$ cat config.mk
export PLATFORM = sky130hd
export DESIGN_NAME = polar_to_cart_seq
export DESIGN_NICKNAME = d
export VERILOG_FILES = /design/src/rtl/polar_pkg.sv /design/src/rtl/trig_coef_lookup.sv /design/src/rtl/polar_to_cart_seq.sv
export SDC_FILE = /design/constraint.sdc
export NUM_CORES = 1
export LEC_CHECK = 0
export ABC_AREA = 1
export ABC_CLOCK_PERIOD_IN_PS = 5860
export BUFFER_PORTS_ARGS = -buffer_cell sky130_fd_sc_hd__buf_2
export CORE_MARGIN = 4
export CORE_UTILIZATION = 50
export CTS_CLUSTER_DIAMETER = 40
export CTS_CLUSTER_SIZE = 12
export DETAILED_ROUTE_END_ITERATION = 6
export GPL_TIMING_DRIVEN = 0
export PLACE_DENSITY = 0.67
export SLEW_MARGIN = 0
export SYNTH_ARGS = -nofsm -noshare
export SYNTH_HDL_FRONTEND = slang
export SYNTH_SLANG_ARGS = --single-unit
$ cat constraint.sdc
create_clock -name clock -period 5.86 [get_ports clock]
set_input_delay 0.293 -clock clock [delete_from_list [all_inputs] [get_ports clock]]
set_output_delay 0.293 -clock clock [all_outputs]
set_load 0.01 [all_outputs]
$ cat src/rtl/polar_pkg.sv
// Shared state encoding, Q1.16 sine table and coefficient helpers
// for the sequential polar-to-cartesian converter.
package polar_pkg;

    localparam logic [1:0] ST_IDLE = 2'd0;
    localparam logic [1:0] ST_MUL  = 2'd1;
    localparam logic [1:0] ST_DONE = 2'd2;

    localparam int unsigned SIN_N = 19;

    // round(sin(k*5 deg) * 2^16), k = 0..18
    localparam logic [16:0] SIN_Q16 [SIN_N] = '{
        17'd0,     17'd5712,  17'd11380, 17'd16962,
        17'd22415, 17'd27697, 17'd32768, 17'd37590,
        17'd42126, 17'd46341, 17'd50203, 17'd53684,
        17'd56756, 17'd59396, 17'd61584, 17'd63303,
        17'd64540, 17'd65287, 17'd65536
    };

    function automatic int n_angles(input int step_deg);
        return 360 / step_deg;
    endfunction

    // S(idx*5 deg) rounded half up to fb fractional bits
    function automatic logic [16:0] sin_coef(
        input int unsigned idx,
        input int unsigned fb
    );
        logic [17:0] t;
        if (idx >= SIN_N) return '0;
        if (fb >= 16) return SIN_Q16[idx[4:0]];
        t = {1'b0, SIN_Q16[idx[4:0]]} + (18'd1 << (15 - fb));
        return 17'(t >> (16 - fb));
    endfunction

endpackage

$ cat src/rtl/trig_coef_lookup.sv
// Maps an angle index to |sin|, |cos| coefficients and quadrant signs.
// Out-of-range indices yield zero coefficients and err_o.
module trig_coef_lookup
    import polar_pkg::*;
#(
    parameter int FRAC_BITS      = 8,
    parameter int ANGLE_STEP_DEG = 15,
    parameter int ANGLE_W        = 5
) (
    input  logic [ANGLE_W-1:0] angle_idx_i,
    output logic [FRAC_BITS:0] sin_mag_o,
    output logic [FRAC_BITS:0] cos_mag_o,
    output logic               sign_x_o,
    output logic               sign_y_o,
    output logic               err_o
);

    localparam int unsigned N_ANG  = n_angles(ANGLE_STEP_DEG);
    localparam int unsigned K_STEP = ANGLE_STEP_DEG / 5;
    localparam int unsigned CW     = FRAC_BITS + 1;

    // k is the angle in 5-degree units; 18 units per quadrant
    int unsigned k;
    int unsigned rho;
    logic        quad_odd;

    always_comb begin
        k         = 32'(angle_idx_i) * K_STEP;
        rho       = k % 32'd18;
        quad_odd  = ((k / 32'd18) % 32'd2) == 32'd1;
        err_o     = 32'(angle_idx_i) >= N_ANG;
        sin_mag_o = '0;
        cos_mag_o = '0;
        sign_x_o  = 1'b0;
        sign_y_o  = 1'b0;
        if (!err_o) begin
            if (quad_odd) begin
                sin_mag_o = CW'(sin_coef(32'd18 - rho, FRAC_BITS));
                cos_mag_o = CW'(sin_coef(rho, FRAC_BITS));
            end else begin
                sin_mag_o = CW'(sin_coef(rho, FRAC_BITS));
                cos_mag_o = CW'(sin_coef(32'd18 - rho, FRAC_BITS));
            end
            sign_x_o = (k > 32'd18) && (k < 32'd54);
            sign_y_o = k > 32'd36;
        end
    end

endmodule

$ cat src/rtl/polar_to_cart_seq.sv
// Bit-serial polar-to-cartesian converter: x = r*cos, y = r*sin,
// one coefficient bit per cycle, valid/ready on both sides.
module polar_to_cart_seq
    import polar_pkg::*;
#(
    parameter int R_WIDTH        = 8,
    parameter int FRAC_BITS      = 8,
    parameter int ANGLE_STEP_DEG = 15,
    parameter int ANGLE_W        = 5
) (
    input  logic               clock,
    input  logic               reset_n,
    input  logic               in_valid,
    output logic               in_ready,
    input  logic [R_WIDTH-1:0] r,
    input  logic [ANGLE_W-1:0] angle_idx,
    output logic               out_valid,
    input  logic               out_ready,
    output logic [R_WIDTH:0]   x,
    output logic [R_WIDTH:0]   y,
    output logic               out_err
);

    localparam int CW   = FRAC_BITS + 1;
    localparam int AW   = R_WIDTH + FRAC_BITS + 1;
    localparam int CNTW = $clog2(FRAC_BITS + 1);

    localparam logic [AW-1:0]   HALF     = AW'(1) << (FRAC_BITS - 1);
    localparam logic [CNTW-1:0] CNT_INIT = CNTW'(FRAC_BITS);

    logic [1:0]         state_q, state_d;
    logic [R_WIDTH-1:0] r_q, r_d;
    logic [CW-1:0]      sin_q, sin_d;
    logic [CW-1:0]      cos_q, cos_d;
    logic               sx_q, sx_d;
    logic               sy_q, sy_d;
    logic               errc_q, errc_d;
    logic [CNTW-1:0]    cnt_q, cnt_d;
    logic [AW-1:0]      accx_q, accx_d;
    logic [AW-1:0]      accy_q, accy_d;
    logic [R_WIDTH:0]   x_q, x_d;
    logic [R_WIDTH:0]   y_q, y_d;
    logic               err_q, err_d;

    logic [CW-1:0]      lk_sin;
    logic [CW-1:0]      lk_cos;
    logic               lk_sx;
    logic               lk_sy;
    logic               lk_err;
    logic [AW-1:0]      nx;
    logic [AW-1:0]      ny;

    trig_coef_lookup #(
        .FRAC_BITS     (FRAC_BITS),
        .ANGLE_STEP_DEG(ANGLE_STEP_DEG),
        .ANGLE_W       (ANGLE_W)
    ) u_lookup (
        .angle_idx_i(angle_idx),
        .sin_mag_o  (lk_sin),
        .cos_mag_o  (lk_cos),
        .sign_x_o   (lk_sx),
        .sign_y_o   (lk_sy),
        .err_o      (lk_err)
    );

    // Round half up, then apply sign; magnitude never exceeds r
    function automatic logic [R_WIDTH:0] finish(
        input logic [AW-1:0] acc,
        input logic          neg
    );
        logic [R_WIDTH:0] m;
        m = (R_WIDTH + 1)'((acc + HALF) >> FRAC_BITS);
        return neg ? -m : m;
    endfunction

    assign nx = (accx_q << 1) + (cos_q[cnt_q] ? AW'(r_q) : '0);
    assign ny = (accy_q << 1) + (sin_q[cnt_q] ? AW'(r_q) : '0);

    always_comb begin
        state_d = state_q;
        r_d     = r_q;
        sin_d   = sin_q;
        cos_d   = cos_q;
        sx_d    = sx_q;
        sy_d    = sy_q;
        errc_d  = errc_q;
        cnt_d   = cnt_q;
        accx_d  = accx_q;
        accy_d  = accy_q;
        x_d     = x_q;
        y_d     = y_q;
        err_d   = err_q;
        case (state_q)
            ST_IDLE: begin
                if (in_valid) begin
                    state_d = ST_MUL;
                    r_d     = r;
                    sin_d   = lk_sin;
                    cos_d   = lk_cos;
                    sx_d    = lk_sx;
                    sy_d    = lk_sy;
                    errc_d  = lk_err;
                    cnt_d   = CNT_INIT;
                    accx_d  = '0;
                    accy_d  = '0;
                end
            end
            ST_MUL: begin
                accx_d = nx;
                accy_d = ny;
                if (cnt_q == '0) begin
                    state_d = ST_DONE;
                    x_d     = finish(nx, sx_q);
                    y_d     = finish(ny, sy_q);
                    err_d   = errc_q;
                end else begin
                    cnt_d = cnt_q - CNTW'(1);
                end
            end
            ST_DONE: begin
                if (out_ready) state_d = ST_IDLE;
            end
            default: state_d = ST_IDLE;
        endcase
    end

    always_ff @(posedge clock or negedge reset_n) begin
        if (!reset_n) begin
            state_q <= ST_IDLE;
            r_q     <= '0;
            sin_q   <= '0;
            cos_q   <= '0;
            sx_q    <= 1'b0;
            sy_q    <= 1'b0;
            errc_q  <= 1'b0;
            cnt_q   <= '0;
            accx_q  <= '0;
            accy_q  <= '0;
            x_q     <= '0;
            y_q     <= '0;
            err_q   <= 1'b0;
        end else begin
            state_q <= state_d;
            r_q     <= r_d;
            sin_q   <= sin_d;
            cos_q   <= cos_d;
            sx_q    <= sx_d;
            sy_q    <= sy_d;
            errc_q  <= errc_d;
            cnt_q   <= cnt_d;
            accx_q  <= accx_d;
            accy_q  <= accy_d;
            x_q     <= x_d;
            y_q     <= y_d;
            err_q   <= err_d;
        end
    end

    assign in_ready  = (state_q == ST_IDLE);
    assign out_valid = (state_q == ST_DONE);
    assign x         = x_q;
    assign y         = y_q;
    assign out_err   = err_q;

endmodule

[Word level (Yosys, flattened, before mapping)]
Memory sizes are Yosys's and may differ from the RTL's.
Cells that the tools add are included.
Storage, ports and cells
  memories: 2
  register bits: 86
  word-level logic and storage cells: 98
  input bits: 17
  memory bits (read-only): 1088
Memories
  (no name shown): depth 32, bits a word 17, read ports 1, clocked after Yosys merged registers in 0, write ports 0, RTL line polar_pkg.sv:32  | t = {1'b0, SIN_Q16[idx[4:0]]} + (18'd1 << (15 - fb));
  (no name shown): depth 32, bits a word 17, read ports 1, clocked after Yosys merged registers in 0, write ports 0, RTL line polar_pkg.sv:32
Operators by class
  order comparisons: 9
  $mul: 1
  equal/unequal tests: 6
  muxes and demuxes: 44
  bitwise operators: 2
  divide/modulo/power cells: 2
  reductions and logical operators: 9
  add/sub/neg operators: 10
Operators with widths (count)
  9-bit two-way mux: 12
  17-bit by 8-bit adder with 17-bit output, second input constant: 4
  17-bit two-way mux: 4
  32-bit by 5-bit greater-or-equal comparator with 1-bit output, second input constant: 2
  16-bit one-hot mux with 2 select lines: 2
  17-bit by 8-bit adder with 17-bit output: 2
  7-bit by 5-bit divider with 32-bit output, second input constant: 1
  7-bit by 5-bit modulo with 32-bit output, second input constant: 1
  5-bit by 32-bit subtractor with 32-bit output, first input constant: 1
  9-bit negator: 2
  16-bit two-way mux: 1
  8-bit two-way mux: 2
  1-bit two-way mux: 14
  6-bit greater-or-equal comparator, second input constant: 2
  5-bit inverter with 6-bit output: 2
  1-bit binary-select mux with 4-bit select: 2
  4-bit two-way mux: 2
  4-bit one-hot mux with 2 select lines: 1
  7-bit by 5-bit greater-than comparator with 1-bit output, second input constant: 1
  7-bit by 6-bit greater-than comparator with 1-bit output, second input constant: 1
  7-bit by 6-bit less-than comparator with 1-bit output, second input constant: 1
  5-bit by 2-bit multiplier with 7-bit output, second input constant: 1
  2-bit two-way mux: 3
  2-bit != test, second input constant: 3
  other kinds (13): 16

[Depth between registers and ports, before layout]
Gate-level depths: netlist of the first run.
  depth in word-level cells: 11
  mapped depth: 44
  gate-level depth less buffers: 42

[Hierarchy]
A second synthesis of the first run with hierarchy kept.
Second synthesis, totals
  cell total of the unflattened synthesis: 1412
  area total of the unflattened synthesis: 8794.7 um^2
By module, submodules not included
  polar_to_cart_seq: seq. area each 2152.1 um^2, area an instance 5784.3 um^2, instances 1, cells an instance 828
  trig_coef_lookup: seq. area each 0.0 um^2, area an instance 3010.4 um^2, instances 1, cells an instance 584

[Least setup slack after synthesis of the first run]
No wires, ideal clock.
  kind: in2reg
  from: in angle_idx[0]
  to: reg sin_q[7]
  cell stages on the path: 41
  path slack: 0.957 ns
  buffers on the path: 2
  setup time: 0.117 ns
  arrival time: 4.786 ns
  cell sequence: ha_1 fa_1 nand2_1 nand2_1 nand2_1 nand2_2 nand2_4 nand3_4 ha_1 inv_1 nand2_1 nand2_1 nand2_1 nor2_2 o21ai_0 nand2_1 nand3_2 a21oi_4 (+5 left out) ha_1 inv_1 nand3_2 nand2_1 buf_6 nand2_1 o21ai_0 nand2_1 nand2_2 nor2_4 ha_1 nand3_2 nor2_1 nand3_1 nand3_1 nand2_1 nand2_1 nand2_1
Between the ends
  word-level cells in the longest chain between the ends: 11
  elaborated cells on any way between the ends: 27
  those cells by class: add/sub (3); mul (1); div (2); order compare (3); mux (14); bitwise (2); memory (2)
RTL lines
  start, declared: RTL line polar_to_cart_seq.sv:16  | input logic [ANGLE_W-1:0] angle_idx,
  5-bit by 2-bit multiplier with 7-bit output: RTL line trig_coef_lookup.sv:28  | k = 32'(angle_idx_i) * K_STEP;
  7-bit by 5-bit modulo with 32-bit output: RTL line trig_coef_lookup.sv:29  | rho = k % 32'd18;
  5-bit by 32-bit subtractor with 32-bit output: RTL line trig_coef_lookup.sv:38  | sin_mag_o = CW'(sin_coef(32'd18 - rho, FRAC_BITS));
  5-bit inverter with 6-bit output (implied by the code): RTL line polar_pkg.sv:32
  memory 32 x 17 bit
  17-bit two-way mux (implied by the code) (2 in series): RTL line polar_pkg.sv:32
  17-bit by 8-bit adder with 17-bit output: RTL line polar_pkg.sv:32
  9-bit two-way mux: RTL line polar_pkg.sv:31  | if (fb >= 16) return SIN_Q16[idx[4:0]];
  9-bit two-way mux: RTL line trig_coef_lookup.sv:37  | if (quad_odd) begin
  9-bit two-way mux (*): RTL line trig_coef_lookup.sv:36  | if (!err_o) begin
  end signal, assigned: RTL line polar_to_cart_seq.sv:145  | sin_q <= sin_d;
  end, declared: RTL line polar_to_cart_seq.sv:33  | logic [CW-1:0] sin_q, sin_d;
Every way passes the cells marked *; elsewhere a longest branch is shown, timed or not. The select of a mux whose other input is x is not followed.
A chain may end at the register's enable or synchronous reset.

[Final worst setup path of the first run]
  from: in angle_idx[0]
  to: reg sin_q[3]
The elaborated chain is that of the path after synthesis.

==> results_dict.tcl, run 1 <==
set metrics [dict create \
    dp_slack_ps -64.1 \
    fin_crit_ps 5460 \
    max_stage_delay_ps 400 \
    yosys_warnings 0 \
    maxCapViolCount 0 \
    async_flop_share_pct 100 \
    io_pins 38 \
    nNetsFinal 1205 \
    internal_power_mw 2.15 \
    slew_violations 0 \
    track_usage_pct 20.9 \
    start_util_pct 51.1 \
    gp_congestion 0.913 \
    crit_family "simple AND/OR/NAND/NOR gates" \
    die_area_um2 16900 \
    path_class "in2reg" \
    yosys.area.top_type "dfrtp_1" \
    drive_gt1_share_pct 11.2 \
    switching_share_pct 52.1 \
    cts_inserted_buffers 9 \
    rsz0062_at_grt "false" \
    worst_path_max_delay_cell "fa_2" \
    dieWidth_um 130 \
    placement.io_buffers 37 \
    grt_pass1_vias 6318 \
    period_share_pct 93.2 \
    synth_top_area_share_pct 29.0 \
    end_kind "flop" \
    ff2ff_setup_slack_ps 750 \
    grt_pass1_wl_um 29300 \
    cts_root_buf "clkbuf_16" \
    crit_top_cell "nand2_1" \
    relSlewSlack_pct 47.8 \
    rows 44 \
    core_area_um2 14500 \
    worstPathMaxFanout 10 \
    syn_avg_cell_area_um2 6.80 \
    setup_ws_ps 401 \
    drc_errors 0 \
    p_seq_share_pct 22.4 \
    diodes 0 \
    outcome "completed" \
    synth.most_common_cell "nand2_1" \
    power.net_switching_mw 2.33 \
    grt_max_degree 67 \
    syn_area_um2 7420 \
    ant_nets 0 \
    die_y_um 130 \
    hold_violations 0 \
    hpwl_um 13200 \
    clock.fmax_ghz 0.183 \
    hold_class "in2reg" \
    vias 6942 \
    worstSetupStartpointType "primary input" \
    drt_iter0_markers 462 \
    cts_max_path_buffers 2 \
    synth_edf_count 0 \
    via_per_inst 5.22 \
    worstPathArrival_ps 5690 \
    p_per_area_nw_per_um2 546 \
    synth_cell_types 49 \
    ys_ff_latch 86 \
    antenna_found_initial 0 \
    synth-seq-area-share_pct 29.0 \
    syn_to_final_growth_pct 10.5 \
    clk_pin_slew_ps 60 \
    synth_nets 1156 \
    synth_commonest_cells "339 x nand2_1, 136 x inv_1, 88 x nand3_1" \
    power_frac_comb_pct 64.9 \
    syn_inst 1092 \
    ys.flop_type "dfrtp_1" \
    cts_tree "done" \
    first_pass_iters 7 \
    cp.required_ps 6090 \
    cp_num_buf_inv 6 \
    synth_area_leaders "dfrtp_1 29%, nand2_1 17%, ha_1 7.4%" \
    holdWs_ps 113 \
    ir_worst_vdd_v 0.000270 \
    worstMarginPinSlew_ps 780 \
    routedWlPerCell_um 12.9 \
    cts.sinks 86 \
    clock_skew_ps 6.93 \
    routed_wl_um 17200 \
    setup_viol 0 \
    grt_overflow 0 \
    total_power_mw 4.48 \
    insertion_delay_ps 340 \
    clock_power_share_pct 12.6 \
    htreeDepth 3 \
    leakage_nw 4.40 \
]
cells by family (layout without fill, tap and decap cells):
family / after synthesis / after routing / share of synthesized area [%]
compound gates: 148 / 148 / 11.7
flops: 86 / 86 / 29.0
simple gates: 593 / 593 / 36.0
xor+xnor: 50 / 50 / 6.10
buf+inv: 168 / 222 / 9.00
fa+ha+maj: 47 / 47 / 8.23
path summary, 6_finish.rpt:
| path | depth (start not counted) | start | end |
|---|---|---|---|
| max reg2reg | 28 | cnt_q[0]$_DFFE_PN0P_ | x[8]$_DFFE_PN0P_ |
| min | 2 | out_ready | state_q[1]$_DFFE_PN0P_ |
| max in group asynchronous | 3 | reset_n | accx_q[1]$_DFFE_PN0P_ |
| min in group asynchronous | 2 | reset_n | x[5]$_DFFE_PN0P_ |
| min reg2reg | 2 | y[1]$_DFFE_PN0P_ | y[1]$_DFFE_PN0P_ |
| max | 38 | angle_idx[0] | sin_q[3]$_DFFE_PN0P_ |
metal layers:
| layer | up-vias | track usage, % | wire, um |
|---|---|---|---|
| met2 | 108 | 35.7 | 8250 |
| met4 | 0 | 4.83 | 200 |
| met3 | 13 | 2.37 | 436 |
| li1 | 3625 | - | - |
| met1 | 3196 | 28.5 | 8260 |
| met5 | - | 0 | 0 |
flip-flops by register name, indices dropped and copies added, names as in the netlist:
signal   cells
accx_q      16
accy_q      16
cos_q        9
sin_q        9
x            9
y            9
r_q          8
cnt_q        4
state_q      2
errc_q       1
out_err      1
sx_q         1
sy_q         1
through the flow:
step	instances	utilization, %	TNS (ps)	cell area, um2
finish	1330	56.4	0	8200
global route	1330	56.4	0	8200
CTS	1331	56.2	0	8170
detailed placement	1314	54.1	-109	7870
global placement	1313	53.9	0	7840
floorplan	1092	-	0	7420
power groups by stage:
| stage | logic, mW | clock network, mW | registers (mW) |
|---|---|---|---|
| after detailed placement | 2.90 | 0 | 1.00 |
| after global routing | 3.34 | 0.601 | 1.03 |
| final | 2.91 | 0.566 | 1.00 |
| after floorplan | 2.28 | 0 | 0.987 |
| after CTS | 2.92 | 0.575 | 0.994 |
| after global placement | 2.87 | 0 | 0.997 |
worst reg2reg max path: cells and delay by family (launching register included):
family,cells,cell delay [ps]
adders and majority gates,2,600
DFF,1,560
and+or+nand+nor,14,1940
AOI/OAI and AO/OA,7,1050
xor gates and xnor gates,2,440
buffers and inverters,3,420
layout make-up:
cell class / count / area, um2
clock inverters: 6 / 62.6
repair buffers: 39 / 225
inverters: 145 / 547
flip-flops and latches: 86 / 2150
plain buffers: 22 / 118
clock buffers: 10 / 229
fillers: 1435 / 6330
well taps: 184 / 230
multi-input cells: 838 / 4640
placed cells by master, fill, tap and decap left out, drive strengths merged, types with 3 or more instances in the layout:
cell	count
a21oi	41
a22o	6
a31oi	5
buf	44
clkbuf	26
clkinv	4
clkinvlp	3
dfrtp	86
fa	3
ha	44
inv	143
nand2	362
nand3	100
nand3b	3
nand4	16
nor2	88
nor3	13
nor4	4
o21ai	66
o22ai	18
or2	4
xnor2	6
xor2	44
repair_timing:
action,CTS,global route
endpoints found under the setup margin,0,11
hold buffers,1,0
hold endpoints to repair,20,0
setup buffers,0,0
gates resized for setup,0,8
No activity file was read; power rests on OpenSTA's default activity.
==> run 2, diff against run 1 <==
- GPL_ROUTABILITY_DRIVEN: default -> 1
- HOLD_SLACK_MARGIN: default -> 0.05
- REMOVE_ABC_BUFFERS: default -> 1
==> run 2 against run 1 <==
Against the previous run:
- power increased by 0.69%
- sequential cell count unchanged
- non-clock buffer count decreased by 17
- global-route usage decreased by 0.57 points
- clock-buffer cell count increased by 1
- sequential share of layout area about the same
- design area about the same
- largest cell class unchanged
- largest power group unchanged
==> results_dict.tcl, run 2 (synthesized netlist as in run 1, its figures left out) <==
set metrics [dict create \
    grt_pass1_vias 6387 \
    leakage_nw 4.40 \
    reg_top3 "accx_q (16), accy_q (16)" \
    die_area_um2 16900 \
    setup_ws_ps 569 \
    clock.fmax_ghz 0.189 \
    dieWidth_um 130 \
    fin_tns_setup_ps 0 \
    drive_gt1_share_pct 11.2 \
    ant_nets 0 \
    worst_path_max_delay_cell "fa_1" \
    routed_wl_um 17000 \
    via_per_inst 5.16 \
    total_power_mw 4.51 \
    placement.io_buffers 37 \
    crit_top_cell "nand2_1" \
    cts_root_buf "clkbuf_16" \
    grt_max_degree 68 \
    period_share_pct 90.3 \
    cts_tree "done" \
    die_y_um 130 \
    gp_congestion 0.904 \
    cts_max_path_buffers 2 \
    worstSetupStartpointType "primary input" \
    rows 44 \
    vias 6777 \
    routedWlPerCell_um 12.9 \
    insertion_delay_ps 340 \
    end_kind "flop" \
    io_pins 38 \
    layout_common_cells "336 x nand2_1, 135 x inv_1, 88 x nand3_1, 86 x dfrtp_1, 79 x nor2_1" \
    worstPathMaxFanout 11 \
    max_stage_delay_ps 430 \
    rsz0062_at_grt "false" \
    path_class "in2reg" \
    dp_slack_ps -491 \
    clk_pin_slew_ps 60 \
    start_util_pct 51.1 \
    finalCoreUtilization_pct 56.4 \
    drt_iter0_markers 435 \
    worstPathArrival_ps 5520 \
    cts.sinks 86 \
    hold_violations 0 \
    cp.required_ps 6090 \
    diodes 0 \
    worstMarginPinSlew_ps 1270 \
    slew_violations 0 \
    p_per_area_nw_per_um2 550 \
    drc_errors 0 \
    maxCapViolCount 0 \
    final_common_cell "nand2_1" \
    place_area_um2 7750 \
    hold_class "in2reg" \
    design_area_um2 8200 \
    htreeDepth 3 \
    core_area_um2 14500 \
    syn_to_final_growth_pct 10.5 \
    grt_pass1_wl_um 28600 \
    grt_overflow 0 \
    first_pass_iters 6 \
    relSlewSlack_pct 14.9 \
    ir_worst_vdd_v 0.000338 \
    cts_inserted_buffers 9 \
    nNetsFinal 1189 \
    setup_viol 0 \
    antenna_found_initial 0 \
    outcome "completed" \
    track_usage_pct 20.3 \
    fin_crit_ps 5290 \
    clock_skew_ps 6.91 \
    hpwl_um 12500 \
]
run 2: final cells by class:
cell class	count	area (um2)
fillers	1447	6340
clock buffers	11	243
inverters	145	551
clock inverters	4	95.1
well taps	184	230
flip-flops and latches	86	2150
repair buffers	44	263
multi-input cells	839	4660
run 2: power breakdown:
group	switching (mW)	internal (mW)	leakage, nW
logic	1.91	0.943	3.10
registers	0.168	0.839	1.14
clock network	0.228	0.425	0.166
total	2.31	2.21	4.40
run 2: timing repair:
item,CTS,global route
gates cloned,0,1
pin swaps,0,1
hold buffers,1,0
endpoints found under the setup margin,7,18
endpoints found under the hold margin,19,0
resized for setup,1,9
setup buffers,0,5
run 2: final timing paths:
kind / to / cells past startpoint / from / slack (ps)
max: sin_q[7]$_DFFE_PN0P_ / 38 / angle_idx[0] / 570
min in group asynchronous: x[4]$_DFFE_PN0P_ / 2 / reset_n / 370
max reg2reg: x[8]$_DFFE_PN0P_ / 28 / cnt_q[0]$_DFFE_PN0P_ / 810
min reg2reg: sin_q[2]$_DFFE_PN0P_ / 2 / sin_q[2]$_DFFE_PN0P_ / 480
min: state_q[1]$_DFFE_PN0P_ / 2 / out_ready / 120
max in group asynchronous: cnt_q[1]$_DFFE_PN0P_ / 3 / reset_n / 4870
run 2: worst max-delay path, delay by kind of cell:
kind,cells,cell delay [ps]
AO/OA/AOI/OAI,2,330
AND/OR/NAND/NOR,27,2960
adder cells (fa/ha/maj),5,1370
buffers and inverters,4,550
run 2: metal layers:
| layer | share of wire (%) | global-route usage (%) | up-vias |
|---|---|---|---|
| li1 | - | - | 3596 |
| met5 | 0 | 0 | - |
| met3 | 2.6 | 2.21 | 15 |
| met4 | 1.2 | 5.50 | 0 |
| met1 | 48 | 27.2 | 3070 |
| met2 | 48 | 35.0 | 96 |
run 2: stage by stage:
step / instances / hold slack (ps)
6_report: 1313 / 119
5_1_grt: 1313 / 113
3_3_place_gp: 1290 / 458
4_1_cts: 1307 / 113
2_1_floorplan: 1069 / -2.59
3_5_place_dp: 1291 / 198
==> run 3, diff against run 2 <==
- PLACE_DENSITY: 0.67 -> 0.75
==> run 3 against run 2 <==
Against the previous run:
- worst hold slack better by 14 ps
- combinational power hardly changed
- core utilization is 0.15 points lower
==> results_dict.tcl, run 3 (synthesized netlist as in run 1, its figures left out) <==
set metrics [dict create \
    vias 6950 \
    ir_worst_vdd_v 0.000336 \
    maxCapViolCount 0 \
    total_power_mw 4.47 \
    hold_violations 0 \
    power.net_switching_mw 2.31 \
    insertion_delay_ps 340 \
    io_pins 38 \
    clock_power_share_pct 13.7 \
    reg_top3 "accx_q (16), accy_q (16)" \
    outcome "completed" \
    grt_pass1_vias 6188 \
    switching_share_pct 51.7 \
    die_area_um2 16900 \
    internal_power_mw 2.16 \
    cts_max_path_buffers 2 \
    worstPathArrival_ps 5630 \
    worstReg2RegEnd "x[8]$_DFFE_PN0P_" \
    nFillCells 1433 \
    ff2ff_setup_slack_ps 730 \
    place_area_um2 7750 \
    core_area_um2 14500 \
    leakage_nw 4.39 \
    grt_overflow 0 \
    drc_errors 0 \
    drt_iter0_markers 385 \
    crit_top_cell "nand2_1" \
    routed_wl_um 16600 \
    cts_tree "done" \
    slew_violations 0 \
    rows 44 \
    worstSetupStartpointType "primary input" \
    gp_congestion 0.921 \
    grt_max_degree 68 \
    setup_viol 0 \
    routedWlPerCell_um 12.7 \
    worstMarginPinSlew_ps 1290 \
    cts_root_buf "clkbuf_16" \
    r2r_start "cnt_q[0]$_DFFE_PN0P_" \
    max_stage_delay_ps 440 \
    start_util_pct 51.1 \
    worstPathMaxFanout 11 \
    p_seq_share_pct 22.5 \
    final_common_cell "nand2_1" \
    htreeDepth 3 \
    clock.fmax_ghz 0.185 \
    diodes 0 \
    drive_gt1_share_pct 11.3 \
    dieWidth_um 130 \
    startpoint "angle_idx[0]" \
    nNetsFinal 1189 \
    relSlewSlack_pct 13.6 \
    antenna_found_initial 0 \
    cts.sinks 86 \
    end_kind "flop" \
    track_usage_pct 19.8 \
    worst_path_max_delay_cell "fa_1" \
    reg2reg_depth 28 \
    syn_to_final_growth_pct 10.2 \
    cts_inserted_buffers 9 \
    p_per_area_nw_per_um2 547 \
    grt_pass1_wl_um 27900 \
    design_area_um2 8180 \
    hpwl_um 12200 \
    clk_pin_slew_ps 60 \
    power_frac_comb_pct 63.8 \
    clock_skew_ps 7.55 \
    period_share_pct 92.2 \
    first_pass_iters 5 \
    fin_tns_setup_ps 0 \
    placement.io_buffers 37 \
    cp.required_ps 6090 \
    ant_nets 0 \
    die_y_um 130 \
    fin_crit_ps 5400 \
    layout_common_cells "336 x nand2_1, 135 x inv_1, 88 x nand3_1, 86 x dfrtp_1, 79 x nor2_1" \
    path_class "in2reg" \
    via_per_inst 5.29 \
    crit_path_end "cos_q[7]$_DFFE_PN0P_" \
    hold_class "in2reg" \
]
## run 3: routing by layer
metal / GRT usage [%] / vias to the layer above / share of wire [%]
li1: - / 3587 / -
met4: 5.99 / 0 / 1.5
met2: 34.0 / 137 / 48
met1: 26.6 / 3210 / 48
met3: 1.92 / 16 / 3.2
met5: 0 / - / 0
## run 3: worst min path at each step
| stage | from | to | slack [ps] | cells past startpoint |
|---|---|---|---|---|
| floorplan | reset_n | accx_q[0]$_DFFE_PN0P_ | -3 | 0 |
| global placement | x[1]$_DFFE_PN0P_ | x[1]$_DFFE_PN0P_ | 460 | 2 |
| CTS | out_ready | state_q[1]$_DFFE_PN0P_ | 130 | 2 |
| detailed placement | reset_n | x[5]$_DFFE_PN0P_ | 200 | 1 |
| global route | out_ready | state_q[1]$_DFFE_PN0P_ | 130 | 2 |
| finish | out_ready | state_q[1]$_DFFE_PN0P_ | 130 | 2 |
## run 3: area by class of cell
cell class                 instances  area, um2  share of cell area (%)
multi-input combinational        839       4660                    57.0
sequential                        86       2150                    26.3
inverter                         145        551                    6.73
timing repair buffer              44        263                    3.21
clock buffer                      10        239                    2.92
tap                              184        230                    2.82
clock inverter                     6       85.1                    1.04
## run 3: critical path: cells and delay by family
kind                       cells  cell delay (ps)
buffers and inverters          4              560
and+or+nand+nor               27             3020
adders and majority gates      5             1390
AOI/OAI and AO/OA              2              370
## run 3: repair_timing
item                       CTS  global route
gates cloned                 0             1
gates resized for setup      1             8
pin swaps                    0             1
hold endpoints to repair    19             0
hold buffers                 1             0
setup endpoints to repair    4            18
setup buffers                0             5
## run 3: power by group through the flow
stage / Combinational [mW] / Sequential [mW] / Clock, mW
2_1_floorplan: 2.18 / 0.992 / 0
5_1_grt: 3.27 / 1.03 / 0.646
3_5_place_dp: 2.77 / 1.01 / 0
6_report: 2.85 / 1.01 / 0.615
4_1_cts: 2.79 / 1.00 / 0.628
3_3_place_gp: 2.72 / 1.00 / 0
## run 3: per-stage QoR
| stage | setup WS (ps) | hold WS, ps | instances | utilization (%) |
|---|---|---|---|---|
| floorplan | 649 | -2.59 | 1069 | - |
| global placement | -314 | 457 | 1290 | 53.1 |
| detailed placement | -408 | 195 | 1291 | 53.3 |
| CTS | 151 | 127 | 1308 | 55.6 |
| global route | -19.7 | 132 | 1314 | 56.3 |
| finish | 455 | 134 | 1314 | 56.3 |
